<file path="config.mk">
export PLATFORM = sky130hd
export DESIGN_NAME = ir_ac_receiver
export DESIGN_NICKNAME = d
export VERILOG_FILES = /design/src/rtl/ir_ac_receiver_pkg.sv /design/src/rtl/ir_ac_receiver_sync_filter.sv /design/src/rtl/ir_ac_receiver.sv
export SDC_FILE = /design/constraint.sdc
export NUM_CORES = 1
export LEC_CHECK = 0
export ABC_AREA = 1
export CAP_MARGIN = 25
export CORE_MARGIN = 2
export CORE_UTILIZATION = 53
export CTS_CLUSTER_SIZE = 16
export DETAILED_ROUTE_END_ITERATION = 8
export GPL_ROUTABILITY_DRIVEN = 0
export GPL_TIMING_DRIVEN = 0
export PLACE_DENSITY = 0.78
export SYNTH_ARGS = -nofsm -noshare
export SYNTH_HDL_FRONTEND = slang
export SYNTH_SLANG_ARGS = --single-unit
</file>
<file path="constraint.sdc">
create_clock -name clk -period 2.98 [get_ports clk]
set_clock_uncertainty 0.05 [all_clocks]
set_input_delay 0.298 -clock clk [delete_from_list [all_inputs] [get_ports clk]]
set_output_delay 0.298 -clock clk [all_outputs]
set_load 0.005 [all_outputs]
</file>
<file path="src/rtl/ir_ac_receiver_pkg.sv">
// Shared definitions for the AC IR link: frame geometry, nominal TX timings and FSM state encoding.
package ir_ac_receiver_pkg;

  localparam int DATA35_BITS = 35;
  localparam int DATA32_BITS = 32;
  localparam int FRAME_BITS  = DATA35_BITS + DATA32_BITS;
  localparam int DUR_W       = 22;

  // Nominal transmitter timings in microseconds.
  localparam int LEAD_MK_US = 9000;
  localparam int LEAD_SP_US = 4500;
  localparam int ZERO_MK_US = 750;
  localparam int ONE_MK_US  = 1550;
  localparam int BIT_SP_US  = 550;
  localparam int CONN_MK_US = 750;
  localparam int CONN_SP_US = 19250;

  typedef enum logic [3:0] {
    ST_IDLE,
    ST_LEAD_MK,
    ST_LEAD_SP,
    ST_BIT_MK,
    ST_BIT_SP,
    ST_CONN_MK,
    ST_CONN_MARK_HI,
    ST_CONN_SP,
    ST_DONE
  } ir_state_t;

  function automatic logic in_window(input logic [31:0] d, input logic [31:0] lo,
                                     input logic [31:0] hi);
    return (d >= lo) && (d <= hi);
  endfunction

endpackage

</file>
<file path="src/rtl/ir_ac_receiver_sync_filter.sv">
// Synchronizes the raw IR line and only follows a level once it has been stable for FILT_CYCLES clocks.
module ir_rx_sync_filter #(
  parameter int unsigned FILT_CYCLES = 1000
) (
  input  logic clk,
  input  logic rst,
  input  logic ir_in,
  output logic lvl,
  output logic rise,
  output logic fall
);

  localparam int CW = $clog2(FILT_CYCLES + 1);
  localparam logic [CW-1:0] CNT_LAST = CW'(FILT_CYCLES - 1);

  logic sync1, sync2;
  logic [CW-1:0] cnt;

  // cnt measures how long the synchronized line has disagreed with lvl; any agreement restarts it.
  always_ff @(posedge clk) begin
    if (rst) begin
      sync1 <= 1'b0;
      sync2 <= 1'b0;
      cnt   <= '0;
      lvl   <= 1'b0;
      rise  <= 1'b0;
      fall  <= 1'b0;
    end else begin
      sync1 <= ir_in;
      sync2 <= sync1;
      rise  <= 1'b0;
      fall  <= 1'b0;
      if (sync2 == lvl) begin
        cnt <= '0;
      end else if (cnt == CNT_LAST) begin
        cnt  <= '0;
        lvl  <= sync2;
        rise <= sync2;
        fall <= ~sync2;
      end else begin
        cnt <= cnt + 1'b1;
      end
    end
  end

endmodule

</file>
<file path="src/rtl/ir_ac_receiver.sv">
// AC IR frame decoder: lead, 35 bits, connect code, 32 bits; reports the command with a valid or error pulse.
module ir_ac_receiver
  import ir_ac_receiver_pkg::*;
#(
  parameter int unsigned FILT_CYCLES = 1000,
  parameter int unsigned LEAD_MK_MIN = 800000,
  parameter int unsigned LEAD_MK_MAX = 1000000,
  parameter int unsigned LEAD_SP_MIN = 400000,
  parameter int unsigned LEAD_SP_MAX = 500000,
  parameter int unsigned ZERO_MK_MIN = 60000,
  parameter int unsigned ZERO_MK_MAX = 100000,
  parameter int unsigned ONE_MK_MIN  = 130000,
  parameter int unsigned ONE_MK_MAX  = 180000,
  parameter int unsigned BIT_SP_MIN  = 30000,
  parameter int unsigned BIT_SP_MAX  = 100000,
  parameter int unsigned CONN_SP_MIN = 1500000,
  parameter int unsigned CONN_SP_MAX = 2500000
) (
  input  logic                   clk,
  input  logic                   rst,
  input  logic                   IR_in,
  output logic [DATA35_BITS-1:0] data35_out,
  output logic [DATA32_BITS-1:0] data32_out,
  output logic                   frame_valid,
  output logic                   frame_err,
  output logic                   busy
);

  localparam int unsigned ARM_CYCLES = 2 * FILT_CYCLES + 4;

  ir_state_t             state;
  logic                  lvl, rise, fall;
  logic                  armed;
  logic [DUR_W-1:0]      dur;
  logic [31:0]           dur_ext;
  logic [6:0]            bitcnt, bitcnt_nxt;
  logic [FRAME_BITS-1:0] shreg;
  logic                  close_edge, win_ok, timed, timeout, is_zero, is_one;
  logic [31:0]           phase_max;

  ir_rx_sync_filter #(.FILT_CYCLES(FILT_CYCLES)) u_filter (
    .clk   (clk),
    .rst   (rst),
    .ir_in (IR_in),
    .lvl   (lvl),
    .rise  (rise),
    .fall  (fall)
  );

  assign dur_ext    = {{(32-DUR_W){1'b0}}, dur};
  assign bitcnt_nxt = bitcnt + 7'd1;
  assign is_zero    = in_window(dur_ext, ZERO_MK_MIN, ZERO_MK_MAX);
  assign is_one     = in_window(dur_ext, ONE_MK_MIN, ONE_MK_MAX);
  assign timeout    = timed && (dur_ext > phase_max);

  // A line already high when reset ends would look like a rise once the filter settles; wait for a real low first.
  always_ff @(posedge clk) begin
    if (rst) begin
      dur   <= '0;
      armed <= 1'b0;
    end else begin
      if (rise || fall)  dur <= '0;
      else if (dur != '1) dur <= dur + 1'b1;
      if (!lvl && dur_ext >= ARM_CYCLES) armed <= 1'b1;
    end
  end

  always_comb begin
    close_edge = 1'b0;
    win_ok     = 1'b0;
    phase_max  = '0;
    timed      = 1'b1;
    case (state)
      ST_LEAD_MK:      begin close_edge = fall; phase_max = LEAD_MK_MAX;
                             win_ok = in_window(dur_ext, LEAD_MK_MIN, LEAD_MK_MAX); end
      ST_LEAD_SP:      begin close_edge = rise; phase_max = LEAD_SP_MAX;
                             win_ok = in_window(dur_ext, LEAD_SP_MIN, LEAD_SP_MAX); end
      ST_BIT_MK:       begin close_edge = fall; phase_max = ONE_MK_MAX;
                             win_ok = is_zero || is_one; end
      ST_BIT_SP,
      ST_CONN_MK:      begin close_edge = rise; phase_max = BIT_SP_MAX;
                             win_ok = in_window(dur_ext, BIT_SP_MIN, BIT_SP_MAX); end
      ST_CONN_MARK_HI: begin close_edge = fall; phase_max = ZERO_MK_MAX;
                             win_ok = is_zero; end
      ST_CONN_SP:      begin close_edge = rise; phase_max = CONN_SP_MAX;
                             win_ok = in_window(dur_ext, CONN_SP_MIN, CONN_SP_MAX); end
      default:         timed = 1'b0;
    endcase
  end

  // A closing edge is judged only by its window, so it overrides a timeout arriving in the same clock.
  always_ff @(posedge clk) begin
    if (rst) begin
      state       <= ST_IDLE;
      bitcnt      <= '0;
      shreg       <= '0;
      data35_out  <= '0;
      data32_out  <= '0;
      frame_valid <= 1'b0;
      frame_err   <= 1'b0;
      busy        <= 1'b0;
    end else begin
      frame_valid <= 1'b0;
      frame_err   <= 1'b0;
      busy        <= (state != ST_IDLE);
      if (state == ST_IDLE) begin
        if (rise && armed) state <= ST_LEAD_MK;
      end else if (state == ST_DONE) begin
        data35_out  <= shreg[FRAME_BITS-1:DATA32_BITS];
        data32_out  <= shreg[DATA32_BITS-1:0];
        frame_valid <= 1'b1;
        state       <= ST_IDLE;
      end else if (close_edge ? !win_ok : timeout) begin
        frame_err <= 1'b1;
        state     <= ST_IDLE;
        shreg     <= '0;
        bitcnt    <= '0;
      end else if (close_edge) begin
        case (state)
          ST_LEAD_MK: state <= ST_LEAD_SP;
          ST_LEAD_SP: begin
            state  <= ST_BIT_MK;
            bitcnt <= '0;
            shreg  <= '0;
          end
          ST_BIT_MK: begin
            shreg  <= {shreg[FRAME_BITS-2:0], is_one};
            bitcnt <= bitcnt_nxt;
            if (bitcnt_nxt == 7'(DATA35_BITS))     state <= ST_CONN_MK;
            else if (bitcnt_nxt == 7'(FRAME_BITS)) state <= ST_DONE;
            else                                   state <= ST_BIT_SP;
          end
          ST_BIT_SP, ST_CONN_SP: state <= ST_BIT_MK;
          ST_CONN_MK:            state <= ST_CONN_MARK_HI;
          ST_CONN_MARK_HI:       state <= ST_CONN_SP;
          default:               state <= ST_IDLE;
        endcase
      end
    end
  end

endmodule

</file>
==> impl_metrics.py <==
metrics = {
    "run_status": {
        "run_status": "finished, violations left",
        "failing_checks": "design-rule violations",
    },
    "global_routing": {
        "grt_overflow": 0,
        "grt.total_usage_pct": 26.77,
        "grt_use_met1_pct": 35.59,
        "number_of_global_route_vias_before_repair": 8459,
        "grt_start_max_net_pins": 18,
        "grt_pass1_wl_microns": 40080,
        "gr-usage-met3_pct": 4.623,
        "globalRoute.busiestLayer": "met2",
        "grt.met2_usage_pct": 43.69,
        "antenna_found_initial": 0,
    },
    "logic_synthesis": {
        "syn_area_per_cell_sq_um": 6.999,
        "synth_cell_type_count": 41,
        "yosysWarnings": 0,
        "yosysSeqAreaShare_pct": 40.43,
        "ys_seq_elements": 186,
        "synth_area_sq_um": 9210,
        "syn-num-nets": 1340,
        "proportion_of_netlist_area_held_by_the_largest_area_contributor_pct": 40.43,
        "synth_top_cell_by_area": "dfxtp_1",
        "synthTopCellsByArea": "dfxtp_1, a21oi_1, nand2_1, nor2_1, inv_1",
        "post_synth_inst_count": 1316,
    },
    "drt": {
        "dr_iter_0_viols": 872,
        "detail-route-antenna-nets": 0,
        "via_count": 9222,
        "wl_per_cell_microns": 15.08,
        "remaining_drc_errors": 18,
        "viasPerCell": 5.569,
        "finalWirelength_microns": 24970,
        "detail_route.first_pass.iterations": 9,
    },
    "timing": {
        "max_transition_margin_pct": 49.10,
        "min_period_over_period_pct": 94.33,
        "setup_ws_ps": 169.1,
        "finalHoldViolCount": 0,
        "fin_crit_ps": 2811,
        "timing.final.max_slew_violations": 0,
        "setup_viol_count_final": 0,
        "achievable-frequency_mhz": 355.8,
        "tightest_slew_ps": 757.6,
    },
    "clock_network": {
        "clockBufferDepth": 2,
        "clk_pin_slew_worst_paths_ps": 70,
        "cts_buffers": 17,
        "ctsHtreeMaxLevel": 4,
        "clock_insertion_delay_worst_skew_ps": 440,
        "clock_tree_from_tritoncts": "done",
        "cts.sink_count": 186,
        "clock-root-buffer": "clkbuf_16",
    },
    "floorplanning": {
        "core_region_area_sq_um": 17120,
        "row_count": 48,
        "i_o_pins": 73,
        "initial_core_util_pct": 53.81,
        "die_height_microns": 135.8,
        "floorplan.die.width_microns": 135.8,
        "die-area_sq_um": 18450,
    },
    "placed_design": {
        "post-dp-hpwl_microns": 17070,
        "port_buffers": 72,
        "detailedPlace.worstSlack_ps": -656.5,
    },
    "worst_setup_path": {
        "timing.critical_path.max_delay_family": "simple AND/OR/NAND/NOR gates",
        "cp_data_required_time_ps": 3300,
        "cp_slowest_cell": "dfxtp_4",
        "path_cells": "nor2_4 -> inv_4 -> nor2_4 -> buf_6 -> nor2_1 -> ha_1 -> nand2_2 -> nor2_1 -> nand4_1 -> nand3_2 -> nand2_1 -> nand3b_1 -> nand3_2 -> a21oi_4 -> buf_12 -> buf_12 -> nand3_1 -> a21oi_2",
        "arrival_ps": 3130,
        "path_buf_inv": 4,
        "end_kind": "flop",
        "setup.worst_path.class": "reg -> reg",
        "critical_path.max_fanout": 10,
        "setup.worst_path.start_class": "flop",
        "delay_of_the_slowest_cell_on_the_worst_path_ps": 370,
    },
    "run": {
        "max_cap_viol_count": 0,
    },
    "finish": {
        "final_nets": 1442,
        "n_antenna_cell": 0,
        "final_layout_size_suffix_gt1_share_pct": 11.74,
        "layout-area-overhead-vs-synth_pct": 21.40,
        "nFillCells": 1457,
    },
    "pwr": {
        "leakage_uw": 0.004135,
        "total_power_uw": 6131,
        "ir_worst_vdd_uv": 471.7,
        "power.density_nw_per_um2": 548.3,
    },
    "min_path": {
        "timing.hold.worst.class": "reg -> reg",
    },
}
[stage by stage]
step                hold WS (ps)  util [%]  area, sq um  instances  TNS (ps)
floorplan                  338.3         -         9210       1316         0
global route               392.0     65.32        11180       1656    -582.0
global placement           349.4     59.66        10210       1613    -41110
CTS                        362.5     63.59        10880       1646         0
detailed placement         351.4     59.66        10210       1613    -44180
finish                     358.9     65.32        11180       1656         0
[area by class of cell]
type,instances,area [sq um],share of cell area [%]
Timing Repair Buffer,85,878.3,7.856
Sequential cell,186,3736,33.42
Tap cell,225,281.5,2.518
Multi-Input combinational cell,891,4602,41.16
Clock buffer,18,439.2,3.928
Inverter,165,629.4,5.629
Buffer,72,450.4,4.029
Clock inverter,14,163.9,1.466
[cells by family after synthesis]
| group | Yosys count | share of synthesized area, % |
|---|---|---|
| AO/OA/AOI/OAI | 277 | 15.91 |
| AND/OR/NAND/NOR | 580 | 28.53 |
| buffers and inverters | 239 | 11.04 |
| flip-flops | 186 | 40.43 |
| adder cells (fa/ha/maj) | 21 | 2.853 |
| XOR/XNOR | 13 | 1.236 |
[report_power, final]
group	internal, uW	total, uW	switching [uW]
registers	2520	2560	37.2
logic	418	1250	835
clock network	1280	2320	1040
total	4220	6130	1920
[timing repair]
| item | CTS | global route |
|---|---|---|
| endpoints found under the setup margin | 79 | 129 |
| resized for setup | 18 | 50 |
| pin swaps | 2 | 19 |
| cloned | 1 | 4 |
| hold buffers | 0 | 0 |
| setup buffers | 1 | 8 |
[state kept, by name, summed over array words and instances (netlist names)]
signal / flops
data32_out: 32
state: 4
u_filter.rise: 1
u_filter.sync1: 1
u_filter.fall: 1
frame_valid: 1
dur: 22
u_filter.sync2: 1
bitcnt: 7
data35_out: 35
busy: 1
u_filter.lvl: 1
armed: 1
shreg: 67
u_filter.cnt: 10
frame_err: 1
[cell usage after synthesis]
| cell type | count |
|---|---|
| nand2_1 | 209 |
| dfxtp_1 | 186 |
| nor2_1 | 174 |
| a21oi_1 | 159 |
| inv_1 | 153 |
| nand3_1 | 104 |
| o21ai_0 | 92 |
| clkbuf_1 | 39 |
| nor3_1 | 29 |
| ha_1 | 21 |
| nand3_2 | 21 |
| buf_2 | 17 |
| nand4_1 | 16 |
| a21oi_2 | 12 |
| xor2_1 | 11 |
| inv_2 | 10 |
| buf_4 | 9 |
| buf_6 | 7 |
| nand3b_1 | 5 |
| nor4_1 | 5 |
| nand2_2 | 4 |
| nor2_2 | 4 |
| a31oi_1 | 3 |
| nor2_4 | 3 |
| nor3_2 | 3 |
| a211oi_1 | 2 |
| clkinv_1 | 2 |
| o211ai_1 | 2 |
| xnor2_1 | 2 |
| a2111oi_0 | 1 |
| a22oi_1 | 1 |
| buf_8 | 1 |
| clkbuf_2 | 1 |
| nand2_4 | 1 |
| nand4_2 | 1 |
| nor3b_1 | 1 |
| o21a_1 | 1 |
| o21ai_1 | 1 |
| o21bai_1 | 1 |
| o22ai_1 | 1 |
| o22ai_2 | 1 |
[tightest hold or removal path: cells and delay by family, from the launching register on]
| kind | cells | cell delay [ps] |
|---|---|---|
| AND/OR/NAND/NOR | 1 | 30 |
| buffers and inverters | 1 | 40 |
| flip-flops | 1 | 300 |
[worst paths after layout]
check                  from             end  slack, ps  depth (start not counted)
min          u_filter.sync1  u_filter.sync2        360                          2
min reg2reg  u_filter.sync1  u_filter.sync2        360                          2
max                state[2]        shreg[0]        170                         18
max reg2reg        state[2]        shreg[0]        170                         18
[per-layer routing]
layer | vias up | share of wire [%]
li1 | 4487 | -
met1 | 4267 | 44
met2 | 400 | 46
met3 | 68 | 6.9
met4 | 0 | 3.0
met5 | - | 0
[layout by cell type (no fill, tap or decap), types with 9 or more instances in the layout]
| cell type | count |
|---|---|
| clkbuf_1 | 37 |
| a21oi_2 | 21 |
| nand3_2 | 23 |
| o21ai_0 | 90 |
| ha_1 | 20 |
| dfxtp_1 | 182 |
| nand2_1 | 204 |
| inv_1 | 151 |
| buf_2 | 14 |
| nand4_1 | 16 |
| clkbuf_16 | 20 |
| inv_2 | 9 |
| xor2_1 | 11 |
| clkdlybuf4s50_1 | 72 |
| buf_4 | 15 |
| nor2_1 | 172 |
| a21oi_1 | 149 |
| nor3_1 | 28 |
| nand3_1 | 102 |
Note: power is estimated with default switching activity, not from simulation.
